$ cat src/rtl/muldiv_pkg.sv
// Shared types and helpers for the EX-stage multiply/divide unit.
package muldiv_pkg;

  // Operation codes carried down the ID/EX register.
  typedef enum logic [3:0] {
    OP_NOP   = 4'd0,
    OP_MULT  = 4'd1,
    OP_MULTU = 4'd2,
    OP_DIV   = 4'd3,
    OP_DIVU  = 4'd4,
    OP_MTHI  = 4'd5,
    OP_MTLO  = 4'd6,
    OP_MADD  = 4'd7,
    OP_MADDU = 4'd8,
    OP_MSUB  = 4'd9,
    OP_MSUBU = 4'd10
  } muldiv_op_t;

  // Unit sequencing states.
  typedef enum logic [1:0] {
    ST_IDLE = 2'd0,
    ST_MUL  = 2'd1,
    ST_DIV  = 2'd2,
    ST_FIX  = 2'd3
  } muldiv_state_t;

  // One quotient bit is produced per cycle.
  localparam int DIV_CYCLES = 32;

  // Full 64-bit product, signed when sgn is set (operands sign-extended first).
  function automatic logic [63:0] mul64(input logic [31:0] x, input logic [31:0] y,
                                        input logic sgn);
    logic [63:0] xe;
    logic [63:0] ye;
    xe = {{32{sgn & x[31]}}, x};
    ye = {{32{sgn & y[31]}}, y};
    return xe * ye;
  endfunction

endpackage

$ cat src/rtl/muldiv_divider.sv
// Iterative radix-2 restoring divider on unsigned 32-bit magnitudes.
// A start pulse loads the operands; one quotient bit is retired per cycle
// and valid rises after the last bit, staying high until the next start.
module muldiv_divider
  import muldiv_pkg::*;
(
  input  logic        clk,
  input  logic        reset,
  input  logic        start,
  input  logic [31:0] dividend,
  input  logic [31:0] divisor,
  output logic [31:0] quotient,
  output logic [31:0] remainder,
  output logic        valid
);

  logic [31:0] rem_r;
  logic [31:0] quot_r;
  logic [31:0] dvs_r;
  logic [5:0]  cnt_r;
  logic        active_r;
  logic        valid_r;
  logic [32:0] shifted_s;
  logic [32:0] diff_s;

  // Trial subtraction of the divisor from the partial remainder shifted left by one.
  always_comb begin
    shifted_s = {rem_r, quot_r[31]};
    diff_s    = shifted_s - {1'b0, dvs_r};
  end

  // Iteration registers: load on start, then restore-or-keep one bit per cycle.
  always_ff @(posedge clk or negedge reset) begin
    if (!reset) begin
      rem_r    <= 32'd0;
      quot_r   <= 32'd0;
      dvs_r    <= 32'd0;
      cnt_r    <= 6'd0;
      active_r <= 1'b0;
      valid_r  <= 1'b0;
    end else if (start) begin
      rem_r    <= 32'd0;
      quot_r   <= dividend;
      dvs_r    <= divisor;
      cnt_r    <= 6'(DIV_CYCLES);
      active_r <= 1'b1;
      valid_r  <= 1'b0;
    end else if (active_r) begin
      if (diff_s[32]) begin
        rem_r  <= shifted_s[31:0];
        quot_r <= {quot_r[30:0], 1'b0};
      end else begin
        rem_r  <= diff_s[31:0];
        quot_r <= {quot_r[30:0], 1'b1};
      end
      cnt_r <= cnt_r - 6'd1;
      if (cnt_r == 6'd1) begin
        active_r <= 1'b0;
        valid_r  <= 1'b1;
      end else begin
        active_r <= 1'b1;
      end
    end else begin
      active_r <= 1'b0;
    end
  end

  assign quotient  = quot_r;
  assign remainder = rem_r;
  assign valid     = valid_r;

endmodule

$ cat src/rtl/ex_muldiv_unit.sv
// EX-stage multiply/divide unit owning HI/LO.
// Optional accumulate ops (MADD/MADDU/MSUB/MSUBU) are built only when
// MULDIV_MADD_EN is defined; otherwise those codes are no-ops.
// Only XLEN=32 is supported.
module ex_muldiv_unit
  import muldiv_pkg::*;
#(
  parameter int MUL_LATENCY = 2,
  parameter int XLEN        = 32
) (
  input  logic            clk,
  input  logic            reset,
  input  logic            start,
  input  logic            flush,
  input  muldiv_op_t      op,
  input  logic [XLEN-1:0] a,
  input  logic [XLEN-1:0] b,
  output logic            busy,
  output logic            done,
  output logic [XLEN-1:0] hi,
  output logic [XLEN-1:0] lo
);

  muldiv_state_t state_r, state_s;
  logic [4:0]  cnt_r, cnt_s;
  logic [31:0] a_r, a_s;
  logic [31:0] b_r, b_s;
  logic        sgn_r, sgn_s;
  logic [63:0] prod_r, prod_s;
  logic [31:0] hi_r, hi_s;
  logic [31:0] lo_r, lo_s;
  logic        done_r, done_s;
  logic        busy_r;
`ifdef MULDIV_MADD_EN
  logic        acc_r, acc_s;
  logic        sub_r, sub_s;
`endif

  logic        div_start_s;
  logic [31:0] div_dividend_s;
  logic [31:0] div_divisor_s;
  logic [31:0] div_quot_s;
  logic [31:0] div_rem_s;
  logic        div_valid_s;
  logic        op_signed_s;

  // Magnitudes fed to the divider; signed DIV divides |a| by |b|.
  always_comb begin
    op_signed_s    = (op == OP_DIV);
    div_dividend_s = (op_signed_s && a[31]) ? (32'd0 - a) : a;
    div_divisor_s  = (op_signed_s && b[31]) ? (32'd0 - b) : b;
  end

  muldiv_divider u_divider (
    .clk       (clk),
    .reset     (reset),
    .start     (div_start_s),
    .dividend  (div_dividend_s),
    .divisor   (div_divisor_s),
    .quotient  (div_quot_s),
    .remainder (div_rem_s),
    .valid     (div_valid_s)
  );

  // Next-state, HI/LO update and completion decode; flush overrides everything.
  always_comb begin
    state_s     = state_r;
    cnt_s       = cnt_r;
    a_s         = a_r;
    b_s         = b_r;
    sgn_s       = sgn_r;
    prod_s      = prod_r;
    hi_s        = hi_r;
    lo_s        = lo_r;
    done_s      = 1'b0;
    div_start_s = 1'b0;
`ifdef MULDIV_MADD_EN
    acc_s       = acc_r;
    sub_s       = sub_r;
`endif
    if (flush) begin
      state_s = ST_IDLE;
    end else begin
      case (state_r)
        ST_IDLE: begin
          if (start) begin
            case (op)
              OP_MULT, OP_MULTU: begin
                state_s = ST_MUL;
                cnt_s   = 5'(MUL_LATENCY - 1);
                a_s     = a;
                b_s     = b;
                sgn_s   = (op == OP_MULT);
                prod_s  = mul64(a, b, op == OP_MULT);
`ifdef MULDIV_MADD_EN
                acc_s   = 1'b0;
                sub_s   = 1'b0;
`endif
              end
              OP_DIV, OP_DIVU: begin
                state_s     = ST_DIV;
                cnt_s       = 5'd31;
                a_s         = a;
                b_s         = b;
                sgn_s       = (op == OP_DIV);
                div_start_s = 1'b1;
              end
              OP_MTHI: hi_s = a;
              OP_MTLO: lo_s = a;
`ifdef MULDIV_MADD_EN
              OP_MADD, OP_MADDU, OP_MSUB, OP_MSUBU: begin
                state_s = ST_MUL;
                cnt_s   = 5'(MUL_LATENCY - 1);
                a_s     = a;
                b_s     = b;
                sgn_s   = (op == OP_MADD) || (op == OP_MSUB);
                prod_s  = mul64(a, b, (op == OP_MADD) || (op == OP_MSUB));
                acc_s   = 1'b1;
                sub_s   = (op == OP_MSUB) || (op == OP_MSUBU);
              end
`endif
              default: state_s = ST_IDLE;
            endcase
          end else begin
            state_s = ST_IDLE;
          end
        end
        ST_MUL: begin
          if (cnt_r == 5'd0) begin
`ifdef MULDIV_MADD_EN
            if (acc_r && sub_r) begin
              {hi_s, lo_s} = {hi_r, lo_r} - prod_r;
            end else if (acc_r) begin
              {hi_s, lo_s} = {hi_r, lo_r} + prod_r;
            end else begin
              {hi_s, lo_s} = prod_r;
            end
`else
            {hi_s, lo_s} = prod_r;
`endif
            done_s  = 1'b1;
            state_s = ST_IDLE;
          end else begin
            cnt_s = cnt_r - 5'd1;
          end
        end
        ST_DIV: begin
          if (cnt_r == 5'd0) begin
            state_s = ST_FIX;
          end else begin
            cnt_s = cnt_r - 5'd1;
          end
        end
        ST_FIX: begin
          if (div_valid_s) begin
            if (b_r == 32'd0) begin
              // Divide by zero: all-ones quotient, dividend as presented in HI.
              lo_s = 32'hFFFF_FFFF;
              hi_s = a_r;
            end else begin
              lo_s = (sgn_r && (a_r[31] ^ b_r[31])) ? (32'd0 - div_quot_s) : div_quot_s;
              hi_s = (sgn_r && a_r[31]) ? (32'd0 - div_rem_s) : div_rem_s;
            end
            done_s  = 1'b1;
            state_s = ST_IDLE;
          end else begin
            state_s = ST_FIX;
          end
        end
        default: state_s = ST_IDLE;
      endcase
    end
  end

  // State, operand, result and status registers.
  always_ff @(posedge clk or negedge reset) begin
    if (!reset) begin
      state_r <= ST_IDLE;
      cnt_r   <= 5'd0;
      a_r     <= 32'd0;
      b_r     <= 32'd0;
      sgn_r   <= 1'b0;
      prod_r  <= 64'd0;
      hi_r    <= 32'd0;
      lo_r    <= 32'd0;
      done_r  <= 1'b0;
      busy_r  <= 1'b0;
`ifdef MULDIV_MADD_EN
      acc_r   <= 1'b0;
      sub_r   <= 1'b0;
`endif
    end else begin
      state_r <= state_s;
      cnt_r   <= cnt_s;
      a_r     <= a_s;
      b_r     <= b_s;
      sgn_r   <= sgn_s;
      prod_r  <= prod_s;
      hi_r    <= hi_s;
      lo_r    <= lo_s;
      done_r  <= done_s;
      busy_r  <= (state_s != ST_IDLE);
`ifdef MULDIV_MADD_EN
      acc_r   <= acc_s;
      sub_r   <= sub_s;
`endif
    end
  end

  assign busy = busy_r;
  assign done = done_r;
  assign hi   = hi_r;
  assign lo   = lo_r;

endmodule

$ cat config.mk
export PLATFORM = sky130hd
export DESIGN_NAME = ex_muldiv_unit
export DESIGN_NICKNAME = d
export VERILOG_FILES = /design/src/rtl/muldiv_pkg.sv /design/src/rtl/muldiv_divider.sv /design/src/rtl/ex_muldiv_unit.sv
export SDC_FILE = /design/constraint.sdc
export NUM_CORES = 2
export LEC_CHECK = 0
export BUFFER_PORTS_ARGS = -buffer_cell sky130_fd_sc_hd__buf_2
export CORE_MARGIN = 2
export CORE_UTILIZATION = 45
export CTS_CLUSTER_SIZE = 24
export DETAILED_ROUTE_END_ITERATION = 8
export SETUP_SLACK_MARGIN = 0.3
export SYNTH_ARGS = -nofsm -noshare
export SYNTH_HDL_FRONTEND = slang
export SYNTH_SLANG_ARGS = --single-unit
$ cat constraint.sdc
create_clock -name clk -period 4 [get_ports clk]
set_input_delay 0.8 -clock clk [delete_from_list [all_inputs] [get_ports clk]]
set_output_delay 0.8 -clock clk [all_outputs]
set_load 0.02 [all_outputs]
==> run metrics <==
Synth area leaders fa_1 (40%), dfrtp_1 (14%), inv_1 (8.0%); most frequent cells in the layout inv_1 (1146), fa_1 (1072), nand2_1 (1053); Yosys top cell area share 40.4%; predominant post-synthesis flop cell dfrtp_1; relative slew slack 27.3%; period utilisation layout 195%; library cells used by synthesis 84; DRT Pass-1 Iters 6; fin cells 8385; Max Cap Violations 0; biggest area consumer among synthesized cells fa_1; area of the multi-input gates 0.0441 mm2; largest net degree at the start of global routing 89; Fillers 11100; post-synthesis sequential element count 306; Max Slew Vio Count 0; asr flop ratio synth 100%; global-route wire length before repair 281000 um; clock tree from TritonCTS yes; total length of routed wires 182000 um; yosys warns 0; Ports 138; grt total ovfl 0; Layout Nets 8172; Crit Path Class in -> reg; Worst Hold Class in -> async; die height 356 um; DRC 0; clock root buffer clkbuf_16; RR Startpoint u_divider.quotient[31]; DP Cell Count 8233; final setup skew 0.00958 ns; RSZ-0062 raised after global routing yes; Initial Utilization 45.2%; Top delay family on crit path adder cells; setup slack after placement -4.77 ns; Syn Inst Count 6233; Final setup viols 58; wire length per cell 21.8 um; Mapped Avg Cell Area 8.94 um2; Die Area 0.127 mm2; fin crit period 7.81 ns; Buffers on Ports 137; Largest stage delay, worst path 0.59 ns; Clock Sinks 306; Die X 356 um; r2r worst-path depth 15; reg2reg end u_divider.remainder[30]; Least-Margin Pin Slew 1.09 ns; Final Hold Viols 0; cts bufs inserted 30; Tot GR Track Use 29.0%; leading cell type in the layout, fill and taps excluded inv_1; row cnt 129; initial antenna violation count 10; Vias per Instance 5.37; CP max FO 5; Slowest-stage cell, CP fa_2; area grow syn2layout 20.4%; hpwl dp 148000 um; register area 0.00766 mm2; Final GP Congestion 0.956; outcome finished, violations left; Max Freq 0.128 GHz; ANT nets after route 0; vias 45000; post-synth net total 7687; WP buf/inv 6; vias in the first global route 47000; Clock Tree Buf Depth 3; failing checks setup timing; Worst Path Required 4.52 ns; critical path arrival 8.32 ns; Reg clk slew, reported paths 0.07 ns; sequential share of the synthesized area 13.7%; setup ws final -3.81 ns; Skew-Pair Late Insertion Delay 0.59 ns; Cell Area, Synth 0.0557 mm2; layout cells sized above 1 20.1%; H-tree depth 1; setup TNS -164.90 ns; Setup crit end kind register; Initial DRC Count 3617; number of flops mapped to enable cells by yosys 0; Core Area 0.123 mm2; FF-to-FF setup slack 0.40 ns; CP Launch Type primary input
sequential cells by signal, indices dropped and copies added, names as in the netlist:
register	flops
hi	32
done	1
sgn_r	1
prod_r	64
lo	32
u_divider.quotient	32
u_divider.cnt_r	6
u_divider.dvs_r	32
b_r	32
busy	1
u_divider.remainder	32
u_divider.active_r	1
a_r	32
cnt_r	5
state_r	2
u_divider.valid	1
synth_stat cells (all sizes together), types with 17 or more instances:
cell type / n
mux2i: 53
a21oi: 193
a31oi: 23
a22oi: 17
nand2b: 18
clkbuf: 315
fa: 1126
nand3: 36
a21o: 71
mux2: 60
nand2: 1073
dfrtp: 306
a221oi: 26
a22o: 29
xor2: 92
o21ai: 310
and2: 319
o31ai: 26
ha: 256
nor2: 188
buf: 83
nand4: 18
nor4: 26
nor3: 34
o21a: 19
xnor2: 128
nor2b: 20
inv: 1197
worst max path at each step:
stage / from / end / slack, ns / cells past startpoint
5_1_grt: op[2] / prod_r[63] / -4.02 / 28
6_report: op[2] / prod_r[63] / -3.81 / 28
2_1_floorplan: a[31] / prod_r[63] / -4.24 / 28
3_3_place_gp: op[3] / prod_r[63] / -4.67 / 27
4_1_cts: op[1] / prod_r[63] / -3.76 / 26
3_5_place_dp: op[3] / prod_r[63] / -4.77 / 27
per-stage QoR:
step / utilization, % / instance area [um2] / hold slack (ns)
after global routing: 54.4 / 67100 / 0.233
final: 54.4 / 67100 / 0.191
after floorplan: - / 57600 / 0.446
after global placement: 51.2 / 63200 / 0.453
after CTS: 53.5 / 66000 / 0.229
after detailed placement: 51.2 / 63200 / 0.462
what timing repair did:
item                                    in CTS  in global routing
endpoints found under the setup margin      60                 72
gates resized for setup                    298                188
buffers inserted                            55                 26
cloned                                       3                  6
hold buffers                                 0                  0
hold endpoints to repair                     0                  0
pin swaps                                  125                102
per-layer routing:
layer	up-vias	part of all wire [%]	GRT usage [%]
li1	19900	-	-
met1	23200	43	41.4
met2	1672	45	45.6
met3	270	8.5	4.61
met4	0	3.7	8.79
met5	-	0	0
layout make-up:
type	instances	area share (%)
diodes	7	0.0261
multi-input cells	4333	65.8
clock inverters	14	0.201
clock buffers	41	1.27
repair buffers	850	11.6
inverters	1197	6.72
flip-flops and latches	306	11.4
well taps	1637	3.05
worst reg2reg max path, stage by stage, from the launching register on:
cell       delay [ns]
dfrtp_1          0.41
inv_2            0.08
ha_2             0.17
inv_1            0.05
fa_2             0.39
a211oi_2         0.29
o21a_1           0.23
o31ai_4          0.10
o21ba_4          0.26
o211ai_1         0.32
a31oi_2          0.22
xor2_4           0.24
buf_12           0.17
clkbuf_16        0.17
nand2b_1         0.15
a311oi_2         0.24
kinds of logic after synthesis:
kind of cell / count (synthesis) / synth area share, %
mux: 113 / 2.16
simple gates: 1796 / 14.6
compound gates: 821 / 9.10
fa+ha+maj: 1382 / 46.2
buf+inv: 1595 / 10.8
xor+xnor: 220 / 3.46
flops: 306 / 13.7
Power is not shown: default switching activity piles up to over one toggle a cycle in this logic, so the estimate is an artifact.
